File: config.mk
export PLATFORM = sky130hd
export DESIGN_NAME = pe_traffic_gen
export DESIGN_NICKNAME = d
export VERILOG_FILES = /design/src/rtl/pe_traffic_gen.sv
export SDC_FILE = /design/constraint.sdc
export NUM_CORES = 1
export LEC_CHECK = 0
export BUFFER_PORTS_ARGS = -buffer_cell sky130_fd_sc_hd__buf_2
export CAP_MARGIN = 20
export CORE_MARGIN = 2
export CORE_UTILIZATION = 47
export DETAILED_ROUTE_END_ITERATION = 10
export GPL_ROUTABILITY_DRIVEN = 0
export PLACE_DENSITY = 0.73
export SYNTH_ARGS = -nofsm -noshare
export SYNTH_HDL_FRONTEND = slang
export SYNTH_SLANG_ARGS = --single-unit
File: constraint.sdc
create_clock -name sclk -period 3.5 [get_ports sclk]
set_input_delay 0.175 -clock sclk [delete_from_list [all_inputs] [get_ports sclk]]
set_output_delay 0.175 -clock sclk [all_outputs]
set_load 0.005 [all_outputs]
File: src/rtl/pe_traffic_gen.sv
// pe_traffic_gen: NoC PE that injects single-flit packets round-robin to the other PEs and checks the flits it receives.
// Ports:
//   sclk, rst                       clock, synchronous active-high reset
//   i_enable                        allows a new packet to start
//   i_data, i_data_valid            flit arriving from the NoC
//   o_data_ready                    sink ready, high whenever out of reset
//   o_data, o_data_valid            injected flit toward the NoC
//   i_data_ready                    NoC accepts the injected flit
//   o_tx_count, o_rx_count          packets sent and received
//   o_err_count                     receive check failures, saturating
//   o_done                          PKT_LIMIT packets have been injected
module pe_traffic_gen #(
    parameter int ADDRESS    = 0,
    parameter int NUM_PE     = 4,
    parameter int DATA_W     = 32,
    parameter int PKT_LIMIT  = 16,
    parameter int INJ_PERIOD = 8
) (
    input  logic              sclk,
    input  logic              rst,
    input  logic              i_enable,
    input  logic [DATA_W-1:0] i_data,
    input  logic              i_data_valid,
    output logic              o_data_ready,
    output logic [DATA_W-1:0] o_data,
    output logic              o_data_valid,
    input  logic              i_data_ready,
    output logic [31:0]       o_tx_count,
    output logic [31:0]       o_rx_count,
    output logic [15:0]       o_err_count,
    output logic              o_done
);
    localparam int ADDR_W = (NUM_PE > 2) ? $clog2(NUM_PE) : 1;
    localparam logic [ADDR_W-1:0] ME = ADDR_W'(ADDRESS);
    localparam logic [ADDR_W-1:0] INIT = ADDR_W'((ADDRESS + 1) % NUM_PE);
    localparam logic [31:0] PERIOD = 32'(INJ_PERIOD);
    localparam logic [31:0] LIMIT = 32'(PKT_LIMIT);

    typedef enum logic [1:0] {GAP, SEND, DONE} state_t;

    state_t state_q, state_d;
    logic [31:0] gap_q, gap_d, tx_q, tx_d, rx_q, rx_d;
    logic [15:0] err_q, err_d;
    logic [ADDR_W-1:0] ptr_q, ptr_d;
    logic [DATA_W-1:0] data_q, data_d, flit;
    logic ready_q;
    logic [15:0] seq_q [NUM_PE];
    logic [15:0] seq_d [NUM_PE];
    logic [15:0] exp_q [NUM_PE];
    logic [15:0] exp_d [NUM_PE];

    logic [ADDR_W-1:0] dst, src;
    logic [15:0] sq;
    logic acc, src_ok, bad, unused_bits;

    function automatic logic [ADDR_W-1:0] nxt(input logic [ADDR_W-1:0] p);
        return (32'(p) == 32'(NUM_PE - 1)) ? '0 : p + ADDR_W'(1);
    endfunction

    // Round-robin step that never lands on our own address.
    function automatic logic [ADDR_W-1:0] adv(input logic [ADDR_W-1:0] p);
        return (nxt(p) == ME) ? nxt(nxt(p)) : nxt(p);
    endfunction

    assign dst = i_data[ADDR_W-1:0];
    assign src = i_data[2*ADDR_W-1:ADDR_W];
    assign sq = i_data[DATA_W-1 -: 16];
    assign unused_bits = ^i_data;
    assign acc = i_data_valid & ready_q;
    assign src_ok = ({1'b0, src} < (ADDR_W+1)'(NUM_PE)) && (src != ME);
    assign bad = (dst != ME) || !src_ok || (sq != exp_q[src]);

    always_comb begin
        flit = '0;
        flit[ADDR_W-1:0] = ptr_q;
        flit[2*ADDR_W-1:ADDR_W] = ME;
        flit[DATA_W-1 -: 16] = seq_q[ptr_q];
    end

    always_comb begin
        state_d = state_q;
        gap_d = gap_q;
        tx_d = tx_q;
        rx_d = rx_q;
        err_d = err_q;
        ptr_d = ptr_q;
        data_d = data_q;
        seq_d = seq_q;
        exp_d = exp_q;
        case (state_q)
            GAP: begin
                // The gap only counts enabled cycles, so latency restarts from enable.
                gap_d = !i_enable ? '0 : (gap_q == PERIOD ? gap_q : gap_q + 32'd1);
                if (PKT_LIMIT == 0) state_d = DONE;
                else if (i_enable && gap_q == PERIOD && tx_q < LIMIT) begin
                    state_d = SEND;
                    data_d = flit;
                end
            end
            SEND: if (i_data_ready) begin
                tx_d = tx_q + 32'd1;
                seq_d[ptr_q] = seq_q[ptr_q] + 16'd1;
                ptr_d = adv(ptr_q);
                gap_d = '0;
                state_d = (tx_q + 32'd1 == LIMIT) ? DONE : GAP;
            end
            default: ;
        endcase
        if (acc) begin
            rx_d = rx_q + 32'd1;
            if (bad && err_q != 16'hFFFF) err_d = err_q + 16'd1;
            // Match or mismatch, the next expected value follows the received one.
            if (src_ok) exp_d[src] = sq + 16'd1;
        end
    end

    always_ff @(posedge sclk) begin
        if (rst) begin
            state_q <= GAP;
            gap_q <= '0;
            tx_q <= '0;
            rx_q <= '0;
            err_q <= '0;
            ptr_q <= INIT;
            data_q <= '0;
            ready_q <= 1'b0;
            seq_q <= '{default: '0};
            exp_q <= '{default: '0};
        end else begin
            state_q <= state_d;
            gap_q <= gap_d;
            tx_q <= tx_d;
            rx_q <= rx_d;
            err_q <= err_d;
            ptr_q <= ptr_d;
            data_q <= data_d;
            ready_q <= 1'b1;
            seq_q <= seq_d;
            exp_q <= exp_d;
        end
    end

    assign o_data_ready = ready_q;
    assign o_data = data_q;
    assign o_data_valid = (state_q == SEND);
    assign o_tx_count = tx_q;
    assign o_rx_count = rx_q;
    assign o_err_count = err_q;
    assign o_done = (state_q == DONE);
endmodule

**Yosys cells after proc, flatten, opt, wreduce, memory -nomap -nowiden**

Cells that the tools add are included.
Widths: inputs -> output; s select.

- Output and inout bits: 115
- Input port bits: 37
- Register bits after elaboration: 263
- Word-level logic and storage cells: 86

- Reductions and logical operators: 19
- Equality and inequality tests: 11
- Bitwise gates (word level): 3
- Muxes and demuxes: 24
- $add $sub $neg: 8
- Magnitude comparators: 5

Operator list:

| operator | number |
|---|---|
| $bwmux 64 | 2 |
| $add 32x1->32 const B | 3 |
| $mux 16 | 6 |
| $mux 32 | 3 |
| $bmux 16 s2 | 2 |
| $demux 16 s2 | 2 |
| $pmux 32 s2 | 1 |
| $add 16x1->16 const B | 3 |
| $eq 32x4->1 const B | 1 |
| $eq 32x5->1 const B | 1 |
| $lt 32x5->1 const B | 1 |
| $ne 16x16->1 | 1 |
| $ne 16x16->1 const B | 1 |
| $mux 2 | 6 |
| $reduce_and 2->1 | 4 |
| $eq 2x2->1 const B | 3 |
| $ge 3x3->1 const B | 2 |
| $lt 3x1->1 const B | 2 |
| $not 2->3 | 2 |
| $reduce_and 3->1 | 2 |
| $reduce_bool 2->1 | 3 |
| $logic_and 1x1->1 | 5 |
| $add 2x1->2 const B | 2 |
| $logic_not 2->1 | 2 |
| 9 further kinds | 10 |

**Depth between registers and ports, before layout**

- Word-level depth: 8
- Depth in mapped cells: 10
- Mapped depth without buffers: 9

**Least setup slack after synthesis**

Ideal clock, no wire load.

- Path type: flip-flop to flip-flop
- From: reg gap_q[0]
- To: reg gap_q[25]
- Data required time: 3.372 ns
- Path slack: 1.076 ns
- Arrival time: 2.296 ns
- Cell stages (with the launch flop): 11
- Cell sequence: dfxtp_1 inv_1 ha_1 nor4bb_1 nand4_1 o21ai_1 a2111oi_1 buf_2 nand4_1 xor2_1 nor2_1

- Longest elaborated chain between the ends: 4
- Elaborated cells between the ends (all ways): 7
- Classes of those cells: 1 x add/sub; 2 x eq/ne; 3 x mux; 1 x reduce/logical

RTL lines:

| what | line | text |
|---|---|---|
| start, declared | 42 | `logic [31:0] gap_q, gap_d, tx_q, tx_d, rx_q, rx_d;` |
| start signal, assigned | 131 | `gap_q <= gap_d;` |
| $add 32x1->32 | 93 | `gap_d = !i_enable ? '0 : (gap_q == PERIOD ? gap_q : gap_q + 32'd1);` |
| $mux 32 (2 in a row) | 93 |  |
| $pmux 32 s2 | 90 | `case (state_q)` |

Parallel ways exist; a longest one is shown, timed or not. The select of a mux whose other input is x is not followed.
A chain may end at the register's enable or synchronous reset.

**Final worst setup path**

- From: reg gap_q[0]
- To: reg gap_q[5]

Same word-level chain as after synthesis.

==> metrics.cfg <==
[run_status]
outcome=complete, no violations

[floorplan]
die_x_um=168
design.core.area_sq_mm=0.0262
start_util_pct=48.0
boundaryPins=152
die_h_um=168
rows=59
die_area_sq_mm=0.0281

[clocking]
htreeDepth=1
cts_hold_buf=1
ctsResizeCount=0
cts_setup_buffers=0
cts_buffers=28
clk_pin_slew_ns=0.06
insertion_delay_ns=0.54
root_buffer=clkbuf_16
cts_buffer_depth=3
cts_tree=yes
clkSinkCount=263

[finish]
area_delta_synth_final_pct=13.4
nFillCells=2337
antenna_cells=0
drive_gt1_share_pct=16.7
stdcell_count=1846
multi_input_area_sq_mm=0.00677
area.sequential_sq_mm=0.00527
final_nets=1537

[hold_path]
worstHoldPathType=input port to flip-flop
hp-start=i_data[22]
worstHoldPathCells=3
hold_path_end=exp_q[22]

[critical_path]
crit_fanout=16
rr_worst_depth=8
r2r_start=gap_q[0]
r2r_slack_ns=0.89
worst_path_largest_cell_delay_ns=0.55
end_kind=flip-flop
worstSetupPathType=flip-flop to flip-flop
critical-path-slowest-cell=o21ai_1
worstPathArrival_ns=3.07
rr_endpoint=gap_q[5]
worstPathCellList=inv_1, ha_1, nor4bb_1, nand4_1, o21ai_1, a31oi_2, buf_4, nor2_1
cp.required_ns=3.96
cp-start-kind=flip-flop

[global_route]
grt_overflow=0
grt_pass1_vias=9766
antenna_found_initial=0
grt_usage_pct=20.5
grt_first_pass_wirelength_um=49000
grt_start_max_net_pins=88

[synthesis]
synth_top_area_share_pct=41.9
synthTopCellsByArea=dfxtp_1, nor2_1, a211oi_1
syn_area_sq_mm=0.0126
yosysTopAreaCell=dfxtp_1
synth_ff_type=dfxtp_1
syn_inst=1404
syn_area_per_cell_sq_um=8.96
ys_async_sr_fraction_pct=0
ys_seq_elements=263
synth_warnings=0
synth_cell_type_count=62
yosysSeqAreaShare_pct=41.9
synth-edff-count=0

[sta]
max_slew_margin_pct=41.4
hold_viol_final=0
drv_slew=0
fmax_ghz=0.383
timing.hold.ws_ns=0.0495
finalCritPeriodShare_pct=74.7
finClkSkew_ns=0.0126
worst_pin_slew_ns=0.878
layout_min_cycle_time_ns=2.61
setup_viol=0
fin_setup_tns_ns=0
rsz0062_at_grt=false

[routing]
routed_wirelength_um=29600
drc=0
dr.pass1.iters=5
vias_per_cell=5.61
ant_nets=0
vias=10300
drt_iter0_drc=717
wl_per_cell_um=16.0

[power_and_ir_drop]
p_leak_nw=5.33
vdd.ir_drop.worst_uv=439
p_per_area_mw_per_mm2=434

[placement]
port_buffers=125
post-dp-hpwl_um=20100
dp_cells=1793

[run]
maxCapViolations=0

==> report_power, final <==
| part | switching, mW | leakage [nW] | internal (mW) | total, mW |
|---|---|---|---|---|
| combinational | 0.144 | 2.74 | 0.0797 | 0.223 |
| sequential | 0.0148 | 2.12 | 3.02 | 3.03 |
| clock | 1.18 | 0.461 | 1.76 | 2.93 |
==> worst max-delay path by stage <==
stage | endpoint | from | cells after the start
3_3_place_gp | o_err_count[2] | i_data[2] | 10
2_1_floorplan | gap_q[25] | gap_q[0] | 10
3_5_place_dp | o_err_count[2] | i_data[2] | 10
5_1_grt | seq_q[12] | ptr_q[1] | 8
4_1_cts | gap_q[16] | gap_q[0] | 8
6_report | gap_q[5] | gap_q[0] | 8
==> synth_stat cells (all sizes together) (8+ instances only) <==
master,instances
and4,21
a211oi,86
mux2i,31
mux4,30
clkbuf,74
ha,11
nor4,21
or3,24
xnor2,65
mux2,8
inv,21
nand2,70
nor3,22
a21oi,36
dfxtp,263
o21ai,52
and2,11
buf,31
nand4,51
nand3,57
and3,19
nor2b,27
nor2,264
xor2,69
==> metrics by stage <==
| stage | utilization (%) | setup WS [ns] | power [mW] | cell area (sq um) |
|---|---|---|---|---|
| 2_1_floorplan | - | 1.08 | 3.27 | 12600 |
| 3_3_place_gp | 50.8 | 0.517 | 3.31 | 13300 |
| 3_5_place_dp | 50.8 | 0.493 | 3.32 | 13300 |
| 4_1_cts | 54.4 | 0.880 | 6.24 | 14300 |
| 5_1_grt | 54.4 | 0.668 | 6.38 | 14300 |
| 6_report | 54.4 | 0.887 | 6.19 | 14300 |
==> sequential cells by signal, summed over array words and instances, names as in the netlist <==
| register | count |
|---|---|
| exp_q | 64 |
| gap_q | 32 |
| o_data | 18 |
| o_data_ready | 1 |
| o_err_count | 16 |
| o_rx_count | 32 |
| o_tx_count | 32 |
| ptr_q | 2 |
| seq_q | 64 |
| state_q | 2 |
==> cell usage in the layout, fill, tap and decap left out, types with 16 or more instances in the layout <==
cell and count:
nand4_1 51, buf_2 124, mux4_2 27, or3_1 21
nor2_1 261, a21oi_1 36, xnor2_1 65, inv_1 21
nand2_1 70, nand3_1 57, nor3_1 18, nor4_1 16
xor2_1 69, nor2b_1 27, clkbuf_16 29, mux2i_1 31
and4_1 20, o21ai_0 51, and3_1 19, dfxtp_1 263
buf_4 22, a211oi_1 86
==> logic make-up after synthesis <==
family	Yosys count	share of synthesized area, %
buffers and inverters	127	4.98
xor gates and xnor gates	134	9.33
muxes	69	8.88
other	1	0.0298
adders and majority gates	11	1.09
DFF	263	41.9
AOI/OAI and AO/OA	197	10.1
and+or+nand+nor	602	23.7
==> final cells by class <==
cell class / instances / area share [%]
Multi-Input combinational cell: 1027 / 47.4
Inverter: 21 / 0.553
Clock buffer: 44 / 6.04
Clock inverter: 8 / 0.474
Sequential cell: 263 / 36.9
Tap cell: 335 / 2.94
Timing Repair Buffer: 148 / 5.66
==> metal layers <==
metal	vias up	global-route usage [%]	wire, um	part of all wire [%]
met1	4955	27.2	13400	45
met3	54	3.07	1310	4.4
met4	0	6.43	754	2.5
met2	239	34.7	14200	48
li1	5099	-	-	-
met5	-	0	0	0
==> worst max-delay path, delay by kind of cell, from the launching register on <==
| family | cells | cell delay (ns) |
|---|---|---|
| adder cells (fa/ha/maj) | 1 | 0.19 |
| buffers and inverters | 2 | 0.39 |
| flip-flops | 1 | 0.35 |
| AO/OA/AOI/OAI | 2 | 0.94 |
| AND/OR/NAND/NOR | 3 | 0.67 |
(Power assumes the default switching activity.)
